--- config.mk ---
export PLATFORM = sky130hd
export DESIGN_NAME = pc_gen_mt_flat
export DESIGN_NICKNAME = d
export VERILOG_FILES = /design/src/rtl/pc_gen_pkg.sv /design/src/rtl/pc_gen_mt_if.sv /design/src/rtl/pc_gen_mt_rr_next_sel.sv /design/src/rtl/pc_gen_mt.sv /design/src/flat_wrapper.sv
export SDC_FILE = /design/constraint.sdc
export NUM_CORES = 1
export LEC_CHECK = 0
export CAP_MARGIN = 20
export CORE_MARGIN = 3
export CORE_UTILIZATION = 50
export DETAILED_ROUTE_END_ITERATION = 7
export PLACE_DENSITY = 0.71
export SLEW_MARGIN = 20
export SYNTH_ARGS = -nofsm -noshare
export SYNTH_HDL_FRONTEND = slang
export SYNTH_SLANG_ARGS = --single-unit
export TNS_END_PERCENT = 50
--- constraint.sdc ---
create_clock -name clk -period 5.75 [get_ports clk]
set_clock_uncertainty 0.1 [all_clocks]
set_input_delay 0.575 -clock clk [delete_from_list [all_inputs] [get_ports clk]]
set_output_delay 0.575 -clock clk [all_outputs]
set_load 0.1 [all_outputs]
--- src/rtl/pc_gen_pkg.sv ---
// Shared helpers for the fetch front end: thread-index sizing and rotate-priority distance.
// Pure constants and functions; no state, no latency, no handshake.
// Backpressure: not applicable.
package pc_gen_pkg;

    function automatic int clog2_min1(input int n);
        return (n <= 1) ? 1 : $clog2(n);
    endfunction

    // Scan distance of index j from cur in an n-entry ring; cur itself is the last candidate.
    function automatic int rr_dist(input int j, input int cur, input int n);
        int d;
        d = (j + n - cur) % n;
        return (d == 0) ? n : d;
    endfunction

endpackage

--- src/rtl/pc_gen_mt_if.sv ---
// Fetch-request and redirect bundle between branch/trap resolution, pc_gen_mt and fetch.
// Wires only; no latency.
// Backpressure: out_ready stalls the presented request.
interface pc_gen_mt_if #(
    parameter int PC_WIDTH = 32,
    parameter int TID_W    = 2
);
    logic                redirect_valid;
    logic [TID_W-1:0]    redirect_tid;
    logic [PC_WIDTH-1:0] redirect_pc;
    logic                redirect_misalign;
    logic                out_valid;
    logic                out_ready;
    logic [TID_W-1:0]    out_tid;
    logic [PC_WIDTH-1:0] out_pc;

    modport master (
        input  redirect_valid, redirect_tid, redirect_pc, out_ready,
        output redirect_misalign, out_valid, out_tid, out_pc
    );

    modport slave (
        output redirect_valid, redirect_tid, redirect_pc, out_ready,
        input  redirect_misalign, out_valid, out_tid, out_pc
    );
endinterface

--- src/rtl/pc_gen_mt_rr_next_sel.sv ---
// Rotate-priority finder: first set bit of en after cur, wrapping back to cur.
// Combinational, zero latency.
// Backpressure: none; nxt holds cur when no bit is set.
module rr_next_sel
    import pc_gen_pkg::*;
#(
    parameter int N     = 4,
    parameter int IDX_W = 2
) (
    input  logic [N-1:0]     en,
    input  logic [IDX_W-1:0] cur,
    output logic [IDX_W-1:0] nxt,
    output logic             any
);

    always_comb begin
        int best;
        nxt  = cur;
        best = N + 1;
        for (int j = 0; j < N; j++) begin
            if (en[j] && (rr_dist(j, int'(cur), N) < best)) begin
                best = rr_dist(j, int'(cur), N);
                nxt  = IDX_W'(j);
            end
        end
    end

    assign any = |en;

endmodule

--- src/rtl/pc_gen_mt.sv ---
// Multi-thread PC generator: one {tid, pc} fetch request per cycle, round-robin over enabled threads.
// Redirect/increment visible one cycle after the edge; outputs combinational from state.
// Backpressure: out_ready low holds sel and PC; redirect to sel or halting sel still take effect.
module pc_gen_mt
    import pc_gen_pkg::*;
#(
    parameter int PC_WIDTH            = 32,
    parameter int PC_INC              = 4,
    parameter int NUM_THREADS         = 4,
    parameter int PC_RESET_VAL        = 0,
    parameter int THREAD_RESET_STRIDE = 'h100
) (
    input  logic                   clk,
    input  logic                   rst_n,
    input  logic [NUM_THREADS-1:0] thread_en,
    pc_gen_mt_if.master            bus
);

    localparam int TID_W = clog2_min1(NUM_THREADS);
    localparam logic [PC_WIDTH-1:0] INC        = PC_WIDTH'(PC_INC);
    localparam logic [PC_WIDTH-1:0] ALIGN_MASK = ~(PC_WIDTH'(PC_INC - 1));

    function automatic logic [PC_WIDTH-1:0] reset_pc(input int t);
        return PC_WIDTH'(PC_RESET_VAL) + PC_WIDTH'(t) * PC_WIDTH'(THREAD_RESET_STRIDE);
    endfunction

    logic [PC_WIDTH-1:0] pc_q [NUM_THREADS];
    logic [TID_W-1:0]    sel_q;
    logic                misalign_q;

    logic                sel_vld;
    logic                fire;
    logic                redir_ok;
    logic [TID_W-1:0]    nxt_sel;
    logic                any_en;

    rr_next_sel #(
        .N     (NUM_THREADS),
        .IDX_W (TID_W)
    ) u_rr (
        .en  (thread_en),
        .cur (sel_q),
        .nxt (nxt_sel),
        .any (any_en)
    );

    assign sel_vld  = thread_en[sel_q];
    assign fire     = sel_vld & bus.out_ready;
    assign redir_ok = bus.redirect_valid & (32'(bus.redirect_tid) < NUM_THREADS);

    // rst_n gates only the output so the request drops the instant reset asserts.
    assign bus.out_valid         = rst_n & sel_vld;
    assign bus.out_tid           = sel_q;
    assign bus.out_pc            = pc_q[sel_q];
    assign bus.redirect_misalign = misalign_q;

    always_ff @(posedge clk or negedge rst_n) begin
        if (!rst_n) begin
            for (int t = 0; t < NUM_THREADS; t++) begin
                pc_q[t] <= reset_pc(t);
            end
            sel_q      <= '0;
            misalign_q <= 1'b0;
        end else begin
            // Redirect beats the increment; the old PC still counts as fetched.
            for (int t = 0; t < NUM_THREADS; t++) begin
                if (redir_ok && (bus.redirect_tid == TID_W'(t))) begin
                    pc_q[t] <= bus.redirect_pc & ALIGN_MASK;
                end else if (fire && (sel_q == TID_W'(t))) begin
                    pc_q[t] <= pc_q[t] + INC;
                end
            end
            misalign_q <= redir_ok & (|(bus.redirect_pc & ~ALIGN_MASK));
            if ((fire || !sel_vld) && any_en) begin
                sel_q <= nxt_sel;
            end
        end
    end

endmodule
--- src/flat_wrapper.sv ---
// flat-port wrapper written by rule: the top's interface ports become plain ports
module pc_gen_mt_flat import pc_gen_pkg::*;
#(
    parameter int PC_WIDTH            = 32,
    parameter int PC_INC              = 4,
    parameter int NUM_THREADS         = 4,
    parameter int PC_RESET_VAL        = 0,
    parameter int THREAD_RESET_STRIDE = 'h100
)
  (clk, rst_n, thread_en, bus_redirect_valid, bus_redirect_tid, bus_redirect_pc, bus_out_ready, bus_redirect_misalign, bus_out_valid, bus_out_tid, bus_out_pc);
  pc_gen_mt_if #(.PC_WIDTH(PC_WIDTH)) bus_i ();
  input  logic clk;
  input  logic rst_n;
  input  logic [NUM_THREADS-1:0] thread_en;
  input wire logic [$bits(bus_i.redirect_valid)-1:0] bus_redirect_valid;
  input wire logic [$bits(bus_i.redirect_tid)-1:0] bus_redirect_tid;
  input wire logic [$bits(bus_i.redirect_pc)-1:0] bus_redirect_pc;
  input wire logic [$bits(bus_i.out_ready)-1:0] bus_out_ready;
  output wire logic [$bits(bus_i.redirect_misalign)-1:0] bus_redirect_misalign;
  output wire logic [$bits(bus_i.out_valid)-1:0] bus_out_valid;
  output wire logic [$bits(bus_i.out_tid)-1:0] bus_out_tid;
  output wire logic [$bits(bus_i.out_pc)-1:0] bus_out_pc;
  assign bus_i.redirect_valid = bus_redirect_valid;
  assign bus_i.redirect_tid = bus_redirect_tid;
  assign bus_i.redirect_pc = bus_redirect_pc;
  assign bus_i.out_ready = bus_out_ready;
  assign bus_redirect_misalign = bus_i.redirect_misalign;
  assign bus_out_valid = bus_i.out_valid;
  assign bus_out_tid = bus_i.out_tid;
  assign bus_out_pc = bus_i.out_pc;
  pc_gen_mt #(.PC_WIDTH(PC_WIDTH), .PC_INC(PC_INC), .NUM_THREADS(NUM_THREADS), .PC_RESET_VAL(PC_RESET_VAL), .THREAD_RESET_STRIDE(THREAD_RESET_STRIDE)) u_core (.clk(clk), .rst_n(rst_n), .thread_en(thread_en), .bus(bus_i));
endmodule
; Word level (Yosys, flattened, before mapping)
; Cells that the tools add are included.
[word_totals]
reg_bits = 131
inputBits = 42
output_inout_bits = 36
[op_classes]
order_cmp = 6
n_eq_ne = 6
n_bitwise = 8
reduce_logical = 33
muxes = 24
n_addsub = 8
[ops]
columns = operator, n
row1 = $mux 32, 17
row2 = $add 32x3->32 const B, 4
row3 = $logic_not 32->1, 4
row4 = $lt 32x32->1, 3
row5 = $bmux 32 s2, 1
row6 = $lt 32x4->1 const B, 1
row7 = $sub 3x2->4 const A, 4
row8 = $logic_and 1x1->1, 13
row9 = $reduce_or 2->1, 5
row10 = $eq 2x2->1 const B, 4
row11 = $mux 2, 4
row12 = $reduce_bool 2->1, 4
row13 = $and 1x1->1, 7
row14 = $eq 2x1->1 const B, 2
row15 = $logic_not 2->1, 2
row16 = $reduce_bool 4->1, 1
row17 = $reduce_or 4->1, 1
row18 = $ge 3x3->1 const B, 1
row19 = $lt 2x3->1 const B, 1
row20 = $not 2->3, 1
row21 = $bmux 1 s2, 1
row22 = $reduce_and 2->1, 1
row23 = $logic_not 1->1, 1
row24 = $logic_or 1x1->1, 1
row25 = $mux 1, 1

; Longest topological paths before layout
; Gate-level depths: netlist of run 1.
[depth]
depth_word = 18
ltp_mapped = 21
mapped_depth_nobuf = 20

; Cells and area by module
; A second synthesis of run 1 with hierarchy kept.
[unflattened]
hier_cells = 861
hier_area_um2 = 7972.6
[by_module_without_submodules]
columns = module, n_inst, area_each_um2, cells_each
row1 = pc_gen_mt, 1, 7571.0, 807
row2 = rr_next_sel, 1, 401.6, 54

; Least setup slack after synthesis of run 1
; Ideal clock, no wire load.
[synth_timing]
path_kind = reg2reg
startpoint = register u_core.sel_q[0] (netlist: u_core.bus.out_tid[0])
endpoint = register u_core.sel_q[1] (netlist: u_core.bus.out_tid[1])
t_arrival_ns = 4.608
required_ns = 5.546
stages_incl_launch_ff = 19
path_slack_ns = 0.939
path_cell_list = dfrtp_1 > buf_2 > inv_1 > ha_1 > nor2b_1 > ha_1 > nand2b_1 > nand2_1 > o21ai_0 > ha_1 > nand2_1 > nand2_1 > a41oi_1 > mux2_2 > ha_1 > a2111o_1 > a21oi_1 > o21ai_0 > o311ai_1
[synth_via]
elab_chain_len = 18
word_cells_on_any_way = 42
[synth_lines]
columns = element, line
row1 = "start, declared", pc_gen_mt.sv:28  ; logic [TID_W-1:0] sel_q;
row2 = "start signal, assigned", pc_gen_mt.sv:75  ; sel_q <= nxt_sel;
row3 = $sub 3x2->4, pc_gen_pkg.sv:13  ; d = (j + n - cur) % n;
row4 = $reduce_or 2->1 (no source line), --
row5 = $and 1x1->1 (no source line), --
row6 = $logic_not 32->1, pc_gen_pkg.sv:14  ; return (d == 0) ? n : d;
row7 = $mux 32, pc_gen_pkg.sv:14
row8 = $lt 32x4->1, pc_gen_mt_rr_next_sel.sv:21  ; if (en[j] && (rr_dist(j, int'(cur), N) < best)) begin
row9 = $logic_and 1x1->1, pc_gen_mt_rr_next_sel.sv:21
row10 = $mux 32, pc_gen_mt_rr_next_sel.sv:21
row11 = [2 not listed], --
row12 = $mux 32, pc_gen_mt_rr_next_sel.sv:21
row13 = $lt 32x32->1, pc_gen_mt_rr_next_sel.sv:21
row14 = $logic_and 1x1->1, pc_gen_mt_rr_next_sel.sv:21
row15 = $mux 32, pc_gen_mt_rr_next_sel.sv:21
row16 = $lt 32x32->1, pc_gen_mt_rr_next_sel.sv:21
row17 = $logic_and 1x1->1, pc_gen_mt_rr_next_sel.sv:21
row18 = $reduce_bool 4->1 (no source line), --
row19 = $reduce_and 2->1 (no source line), --
; Several ways; a longest one is shown, not always the timed one. The select of a mux whose other input is x is not followed.
; A chain may end at the register's enable or synchronous reset.

; Final worst setup path of run 1
; Ends and elaborated chain as after synthesis.

==> metrics.md, run 1 <==
| Metric | Value |
|---|---|
| Startpoint-to-endpoint class of the critical path | `reg -> reg` |
| Count of input and output buffers | `75` |
| Ordered list of cells on the worst path | `inv_1 -> ha_1 -> nor2b_1 -> ha_1 -> nand2b_1 -> nand2_1 -> o21ai_0 -> ha_1 -> nand2_1 -> nand2_1 -> a41oi_1 -> mux2_2 -> ha_1 -> a2111o_1 -> a21oi_1 -> o21ai_0 -> o311ai_1` |
| Data required time of the critical path | `around 6.0 ns` |
| Fin. max-slew vios | `0` |
| Placeable Area | `15,300 um^2` |
| Maximum single-stage delay on the critical path | `approximately 0.7 ns` |
| Area of combinational cells with multiple inputs | `4580 um^2` |
| CTS Hold Bufs | `0` |
| Peak Freq | `203 MHz` |
| Max-cap check violation count | `0` |
| Post-route worst hold slack | `roughly 0.0056 ns` |
| Initial core utilization | `0.513` |
| Final hold violations | `0` |
| Leading register cell type out of synthesis | `sky130_fd_sc_hd__dfrtp_1` |
| Switching power share of the total | `0.493` |
| Largest fanout on the critical path | `17` |
| Global-route total usage across every layer | `0.246` |
| Most used cell along the critical path | `sky130_fd_sc_hd__ha_1` |
| Data arrival time at the worst-slack endpoint | `slightly above 5 ns` |
| Die width | `131 um` |
| Post-CTS sizing | `0` |
| Clock sink total | `123` |
| Bufs and invs on worst path | `1` |
| Routing usage on met1 | `0.347` |
| Boundary pin count | `78` |
| Max-slew headroom | `0.338` |
| HPWL after DPL | `approximately 15,000 um` |
| CTS tree | `done` |
| Placer congestion estimate | `0.836` |
| Path class of the lowest-slack min-delay path | `in -> async` |
| Post-CTS Setup Bufs | `0` |
| R2R cell count | `17` |
| Global route total overflow | `0` |
| Via count of the first global-routing pass | `6,387` |
| Peak VDD IR | `between 0.0004 and 0.0005 V` |
| Crit share post-route | `0.856` |
| Slowest cell on crit path | `sky130_fd_sc_hd__dfrtp_2` |
| Internal power contribution | `2.58 mW` |
| Instance area at placement | `just under 9000 um^2` |
| Synth Instances | `852` |
| Proportion of layout cells with a drive suffix above 1 | `0.104` |
| Number of H-tree branching levels | `4` |
| Floorplan die area | `17,300 um^2` |
| Number of enable flip-flop cells after synthesis | `0` |
| Total Neg Setup Slack | `0 ns` |
| Final non-filler cell area | `9370 um^2` |
| Number of synthesized register bits | `around 120` |
| First-pass GRT wire length | `~34,000 um` |
| Comb power frac | `0.537` |
| Met3 Track Usage GR | `0.0597` |
| Final Setup Violations | `0` |
| Post-Place Worst Slack | `between 0.9 and 1 ns` |
| Clock transition at the register clock pins on the worst setup and hold paths after CTS | `~0.05 ns` |
| Compound-Gate Fraction of Synth Area | `0.0924` |
| Root Buffer Master | `sky130_fd_sc_hd__clkbuf_16` |
| Proportion of register bits with asynchronous set or reset after synthesis | `1.00` |
| Post-synthesis instance area | `7860 um^2` |
| Average routed wire per standard cell | `18.0 um` |
| Maximum number of pins on one net before global-route repair | `61` |
| Proportion of synthesized chip area in sequential cells | `0.392` |
| Post-layout min period | `~4.9 ns` |
| Setup slack of the critical path after layout | `0.828 ns` |
| Fraction of the core area covered by cells at the end of the flow | `0.612` |
| Crit end category | `flip-flop` |
| Multiplexer share of the synthesized area | `0.101` |
| Combinational family with the most area after synthesis | `simple AND/OR/NAND/NOR gates` |
| Post-route insts no fill | `approximately 1,100` |
| Number of placed instances with taps included | `approximately 1,100` |
| Yosys cell types | `51` |
| Number of cells on the critical path | `17` |
| Leak Pwr | `3.54 nW` |
| Routed wire length | `20,600 um` |
| Run status | `finished clean` |
| Power share of the clock group | `0.206` |
| Critical path launch point type | `flip-flop` |
| Syn avg cell area | `9.22 um^2` |
| Yosys synthesis warning count | `0` |
| Simple-gate area share of the yosys netlist | `0.232` |
| Met2 global-route usage | `0.387` |
| Via density per instance | `around 5.7` |
| Xor and xnor area share after synthesis | `0.129` |
| Std cell rows | `45` |
| Number of buffers added by the clock tree synthesis step | `17` |
| Worst path top cell family by delay | `compound AO/OA/AOI/OAI gates` |
| Register share of total power | `0.257` |
| Busiest grt layer | `met2` |
| Final ANT Viol Nets | `0` |
| Violation count after the first detailed-routing iteration | `626` |
| First-pass DRT Iterations | `5` |
| Number of antenna violations at the first check in global routing | `0` |
| Measured slew at the worst slew-check pin | `between 0.9 and 1 ns` |
| Layout Area Growth over Synthesis | `19.2%` |
| Power spent charging and discharging nets | `2.51 mW` |
| RSZ-0062 raised after global routing | `false` |
| Pwr Total | `5.10 mW` |
| Fillers | `1,372` |
| Maximum clock path buffer count | `2` |
| Adder-cell share of the synthesized area | `0.0239` |
| Total number of vias | `6,493` |
| Die height | `131 um` |
| Sequential standard cell area | `~3100 um^2` |
| Final nets | `a little under 1,000` |
| Number of diodes added for antenna fixing | `0` |
| DRC errors left | `0` |
| Clock latency at the later pin of the worst-skew pair | `roughly 0.43 ns` |
| Pwr dens | `544 nW/um^2` |
-- flip-flops by register name (all words and copies together), names as in the netlist --
name,flops
u_core.bus.out_tid,2
u_core.bus.redirect_misalign,1
u_core.pc_q,120
-- cell usage in the layout, fill, tap and decap left out, types with 5 or more instances in the layout --
master                            netlist  final
sky130_fd_sc_hd__nand3_1               41     41
sky130_fd_sc_hd__nand2_1              147    147
sky130_fd_sc_hd__nand4_1               21     21
sky130_fd_sc_hd__mux4_2                31     31
sky130_fd_sc_hd__and4_1                 9      9
sky130_fd_sc_hd__clkdlybuf4s50_1        0     74
sky130_fd_sc_hd__inv_1                 13     13
sky130_fd_sc_hd__xnor2_1               52     52
sky130_fd_sc_hd__dfrtp_1              119    118
sky130_fd_sc_hd__ha_1                  15     15
sky130_fd_sc_hd__and2_1                 7      7
sky130_fd_sc_hd__nor2_1                61     60
sky130_fd_sc_hd__buf_4                  3     10
sky130_fd_sc_hd__nor2b_1                7      7
sky130_fd_sc_hd__and3_1                29     28
sky130_fd_sc_hd__mux2i_1                5      5
sky130_fd_sc_hd__clkbuf_16              0     17
sky130_fd_sc_hd__o21ai_0               91     91
sky130_fd_sc_hd__clkinv_2               0      5
sky130_fd_sc_hd__clkinvlp_4             0      5
sky130_fd_sc_hd__a21oi_1               35     35
sky130_fd_sc_hd__xor2_1                64     64
sky130_fd_sc_hd__nor3_1                12     12
-- cell type report --
| type | count | share of cell area |
|---|---|---|
| repair buffers | 84 | 0.0871 |
| clock buffers | 20 | 0.0488 |
| clock inverters | 12 | 0.0131 |
| well taps | 211 | 0.0282 |
| multi-input cells | 678 | 0.488 |
| flip-flops and latches | 123 | 0.329 |
| inverters | 13 | 0.00521 |
-- power by group through the flow --
| stage | sequential (mW) | clock [mW] | combinational, mW |
|---|---|---|---|
| after global placement | 1.31 | 0 | 2.69 |
| after detailed placement | 1.31 | 0 | 2.72 |
| final | 1.31 | 1.05 | 2.74 |
| after floorplan | 1.28 | 0 | 2.16 |
| after global routing | 1.34 | 1.11 | 2.89 |
| after CTS | 1.30 | 1.06 | 2.74 |
-- path summary, 6_finish.rpt --
kind | startpoint | end | slack [ns]
setup / recovery | u_core.bus.out_tid[0]$_DFFE_PN0P_ | u_core.bus.out_tid[1]$_DFFE_PN0P_ | 0.83
hold / removal | rst_n | u_core.pc_q[73]$_DFFE_PN0P_ | 0.006
setup reg to reg | u_core.bus.out_tid[0]$_DFFE_PN0P_ | u_core.bus.out_tid[1]$_DFFE_PN0P_ | 0.83
hold reg to reg | u_core.pc_q[43]$_DFFE_PN0P_ | u_core.pc_q[43]$_DFFE_PN0P_ | 0.50
max in group asynchronous | rst_n | u_core.pc_q[118]$_DFFE_PN0P_ | 4.45
min in group clk | u_core.pc_q[43]$_DFFE_PN0P_ | u_core.pc_q[43]$_DFFE_PN0P_ | 0.50
-- Yosys cell counts (all sizes together), types with 3 or more instances --
library cell / n / share of area
nand2: 148 / 0.071
dfrtp: 119 / 0.38
o21ai: 92 / 0.059
xor2: 64 / 0.071
nor2: 62 / 0.030
xnor2: 52 / 0.058
nand3: 41 / 0.026
a21oi: 35 / 0.022
mux4: 31 / 0.089
and3: 29 / 0.023
clkbuf: 27 / 0.013
nand4: 22 / 0.018
ha: 15 / 0.024
inv: 13 / 0.0062
buf: 12 / 0.0091
nor3: 12 / 0.0076
and4: 9 / 0.010
nor4: 8 / 0.0096
and2: 7 / 0.0056
nor2b: 7 / 0.0056
mux2i: 5 / 0.0064
dfstp: 4 / 0.013
mux2: 4 / 0.0057
nand2b: 4 / 0.0032
or4: 4 / 0.0038
nor3b: 3 / 0.0035
nor4b: 3 / 0.0072
-- cells by family (layout without fill, tap and decap cells) --
| logic type | count (synthesis) | count (layout) |
|---|---|---|
| fa+ha+maj | 15 | 15 |
| other cells | 1 | 2 |
| buf+inv | 52 | 129 |
| simple gates | 367 | 367 |
| compound gates | 138 | 138 |
| mux | 40 | 40 |
| flops | 123 | 123 |
| xor+xnor | 116 | 116 |
-- per-layer routing --
metal | share of wire | vias to the layer above
li1 | - | 3121
met1 | 0.46 | 3165
met2 | 0.47 | 191
met3 | 0.058 | 16
met4 | 0.010 | 0
met5 | 0 | -
Power figures use the tool's default switching activity.
==> run 2: changes to the inputs <==
--- a/config.mk
+++ b/config.mk
@@ -8,6 +8,7 @@
 export CAP_MARGIN = 20
 export CORE_MARGIN = 3
 export CORE_UTILIZATION = 50
+export CTS_BUF_LIST = sky130_fd_sc_hd__clkbuf_8 sky130_fd_sc_hd__clkbuf_16
 export DETAILED_ROUTE_END_ITERATION = 7
 export PLACE_DENSITY = 0.71
 export SLEW_MARGIN = 20
==> run 2 against run 1 <==
  * Via count up 0.25%
  * Setup slack hardly changed
  * Non-clock buffer count is the same
  * Global-route usage is the same
  * Critical endpoint unchanged
  * Highest routed layer unchanged
==> metrics.md, run 2 (synthesized netlist as in run 1, its figures left out) <==
| Metric | Value |
|---|---|
| Global-route total usage across every layer | `0.246 (unchanged)` |
| Post-route worst hold slack | `0.00618 ns (+0.000538 ns)` |
| Register with the most flip-flops | `u_core.pc_q` |
| Post-CTS sizing | `0 (unchanged)` |
| First-pass DRT Iterations | `5 (unchanged)` |
| Startpoint-to-endpoint class of the critical path | `reg -> reg` |
| Boundary pin count | `78 (unchanged)` |
| Power spent charging and discharging nets | `2.51 mW (about the same)` |
| Post-layout min period | `4.92 ns (-0.000215 ns)` |
| Number of antenna violations at the first check in global routing | `0 (unchanged)` |
| Average routed wire per standard cell | `18.1 um (+0.20%)` |
| CTS tree | `done` |
| Floorplan die area | `17,300 um^2 (unchanged)` |
| Register share of total power | `0.257 (about the same)` |
| Count of input and output buffers | `75 (unchanged)` |
| Number of H-tree branching levels | `4 (unchanged)` |
| Leak Pwr | `3.55 nW (+0.12%)` |
| Number of placed instances with taps included | `1,109 (unchanged)` |
| Maximum number of pins on one net before global-route repair | `61 (unchanged)` |
| Maximum clock path buffer count | `2 (unchanged)` |
| Die height | `131 um (unchanged)` |
| Run status | `finished clean` |
| Total Neg Setup Slack | `0 ns (unchanged)` |
| Number of buffers added by the clock tree synthesis step | `17 (unchanged)` |
| Via count of the first global-routing pass | `6,387 (unchanged)` |
| Root Buffer Master | `sky130_fd_sc_hd__clkbuf_16` |
| Switching power share of the total | `0.493 (about the same)` |
| Max-slew headroom | `0.338 (about the same)` |
| Routed wire length | `20,600 um (+0.20%)` |
| Global route total overflow | `0 (unchanged)` |
| Crit end category | `flip-flop` |
| Largest fanout on the critical path | `17 (unchanged)` |
| Path class of the lowest-slack min-delay path | `in -> async` |
| Number of diodes added for antenna fixing | `0 (unchanged)` |
| Max-cap check violation count | `0 (unchanged)` |
| Std cell rows | `45 (unchanged)` |
| Power share of the clock group | `0.206 (about the same)` |
| Final non-filler cell area | `9370 um^2 (unchanged)` |
| Data arrival time at the worst-slack endpoint | `5.14 ns (about the same)` |
| Clock transition at the register clock pins on the worst setup and hold paths after CTS | `0.05 ns (about the same)` |
| Initial core utilization | `0.513 (unchanged)` |
| Fillers | `1,372 (unchanged)` |
| Critical path launch point type | `flip-flop` |
| Fraction of the core area covered by cells at the end of the flow | `0.612 (unchanged)` |
| Placer congestion estimate | `0.836 (unchanged)` |
| Post-route insts no fill | `1,141 (unchanged)` |
| Comb power frac | `0.537 (about the same)` |
| Final nets | `974 (unchanged)` |
| Clock sink total | `123 (unchanged)` |
| CTS Hold Bufs | `0 (unchanged)` |
| Via density per instance | `5.70 (+0.25%)` |
| Most frequent cells in the layout | `sky130_fd_sc_hd__nand2_1 (147), sky130_fd_sc_hd__dfrtp_1 (118), sky130_fd_sc_hd__o21ai_0 (91)` |
| Flip-flop count of the largest register after layout | `120 (unchanged)` |
| HPWL after DPL | `14,600 um (unchanged)` |
| Clock latency at the later pin of the worst-skew pair | `0.42 ns (about the same)` |
| Proportion of layout cells with a drive suffix above 1 | `0.104 (unchanged)` |
| Instance area at placement | `8790 um^2 (unchanged)` |
| Post-CTS Setup Bufs | `0 (unchanged)` |
| RSZ-0062 raised after global routing | `false` |
| Final ANT Viol Nets | `0 (unchanged)` |
| Final hold violations | `0 (unchanged)` |
| Fin. max-slew vios | `0 (unchanged)` |
| Peak VDD IR | `0.000476 V (about the same)` |
| DRC errors left | `0 (unchanged)` |
| First-pass GRT wire length | `34,100 um (unchanged)` |
| Internal power contribution | `2.58 mW (about the same)` |
| Placeable Area | `15,300 um^2 (unchanged)` |
| Die width | `131 um (unchanged)` |
| Measured slew at the worst slew-check pin | `0.991 ns (+0.00000662 ns)` |
| Peak Freq | `203 MHz (about the same)` |
| Violation count after the first detailed-routing iteration | `624 (-0.32%)` |
| Crit share post-route | `0.856 (about the same)` |
| Pwr dens | `544 nW/um^2 (about the same)` |
| Most common cell after layout, fill and taps aside | `sky130_fd_sc_hd__nand2_1` |
| Layout Area Growth over Synthesis | `19.2% (unchanged)` |
| Final Setup Violations | `0 (unchanged)` |
| Data required time of the critical path | `5.97 ns (about the same)` |
| Total number of vias | `6,509 (+0.25%)` |
==> run 2: path summary, 6_finish.rpt <==
path / start / slack [ns] / cells past startpoint / to
max reg2reg: u_core.bus.out_tid[0]$_DFFE_PN0P_ / 0.83 / 17 / u_core.bus.out_tid[1]$_DFFE_PN0P_
max in group asynchronous: rst_n / 4.45 / 2 / u_core.pc_q[118]$_DFFE_PN0P_
min: rst_n / 0.006 / 1 / u_core.pc_q[73]$_DFFE_PN0P_
min reg2reg: u_core.pc_q[43]$_DFFE_PN0P_ / 0.50 / 2 / u_core.pc_q[43]$_DFFE_PN0P_
min in group clk: u_core.pc_q[43]$_DFFE_PN0P_ / 0.50 / 2 / u_core.pc_q[43]$_DFFE_PN0P_
max: u_core.bus.out_tid[0]$_DFFE_PN0P_ / 0.83 / 17 / u_core.bus.out_tid[1]$_DFFE_PN0P_
==> run 2: power by group through the flow <==
stage | clock (mW) | combinational (mW) | sequential [mW]
global placement | 0 | 2.69 | 1.31
floorplan | 0 | 2.16 | 1.28
CTS | 1.06 | 2.74 | 1.30
finish | 1.05 | 2.74 | 1.31
detailed placement | 0 | 2.72 | 1.31
global route | 1.10 | 2.89 | 1.34
==> run 2: per-layer routing <==
metal,track usage,vias up,wire [um]
li1,-,3121,-
met1,0.347,3178,9550
met2,0.387,193,9680
met3,0.0597,17,1160
met4,0.0589,0,216
met5,0,-,0
==> run 2: per-stage QoR <==
stage / total power [mW] / worst slack (ns)
after floorplan: 3.44 / 0.939
after global placement: 4.00 / 1.06
after detailed placement: 4.03 / 0.908
after CTS: 5.10 / 0.875
after global routing: 5.34 / 0.489
final: 5.10 / 0.828
==> run 2: cell type report <==
class / instances / area, um^2 / area share
multi-input combinational: 678 / 4580 / 0.488
sequential: 123 / 3080 / 0.329
timing repair buffer: 84 / 816 / 0.0871
clock buffer: 19 / 453 / 0.0484
tap: 211 / 264 / 0.0282
clock inverter: 13 / 126 / 0.0135
inverter: 13 / 48.8 / 0.00521
==> run 2: critical path, stage by stage (launching register included) <==
cell,delay (ns)
sky130_fd_sc_hd__dfrtp_2,0.70
sky130_fd_sc_hd__inv_1,0.24
sky130_fd_sc_hd__ha_1,0.33
sky130_fd_sc_hd__nor2b_1,0.18
sky130_fd_sc_hd__ha_1,0.26
sky130_fd_sc_hd__nand2b_1,0.09
sky130_fd_sc_hd__nand2_1,0.16
sky130_fd_sc_hd__o21ai_0,0.31
sky130_fd_sc_hd__ha_1,0.33
sky130_fd_sc_hd__nand2_1,0.08
sky130_fd_sc_hd__nand2_1,0.07
sky130_fd_sc_hd__a41oi_1,0.46
sky130_fd_sc_hd__mux2_2,0.40
sky130_fd_sc_hd__ha_1,0.23
sky130_fd_sc_hd__a2111o_1,0.32
sky130_fd_sc_hd__a21oi_1,0.18
sky130_fd_sc_hd__o21ai_0,0.13
sky130_fd_sc_hd__o311ai_1,0.23
==> run 3: changes to the inputs <==
--- a/config.mk
+++ b/config.mk
@@ -11,7 +11,6 @@
 export CTS_BUF_LIST = sky130_fd_sc_hd__clkbuf_8 sky130_fd_sc_hd__clkbuf_16
 export DETAILED_ROUTE_END_ITERATION = 7
 export PLACE_DENSITY = 0.71
-export SLEW_MARGIN = 20
 export SYNTH_ARGS = -nofsm -noshare
 export SYNTH_HDL_FRONTEND = slang
 export SYNTH_SLANG_ARGS = --single-unit
==> results of run 3 <==
Same layout as run 2: the final DEF is identical, and so are final timing and power.
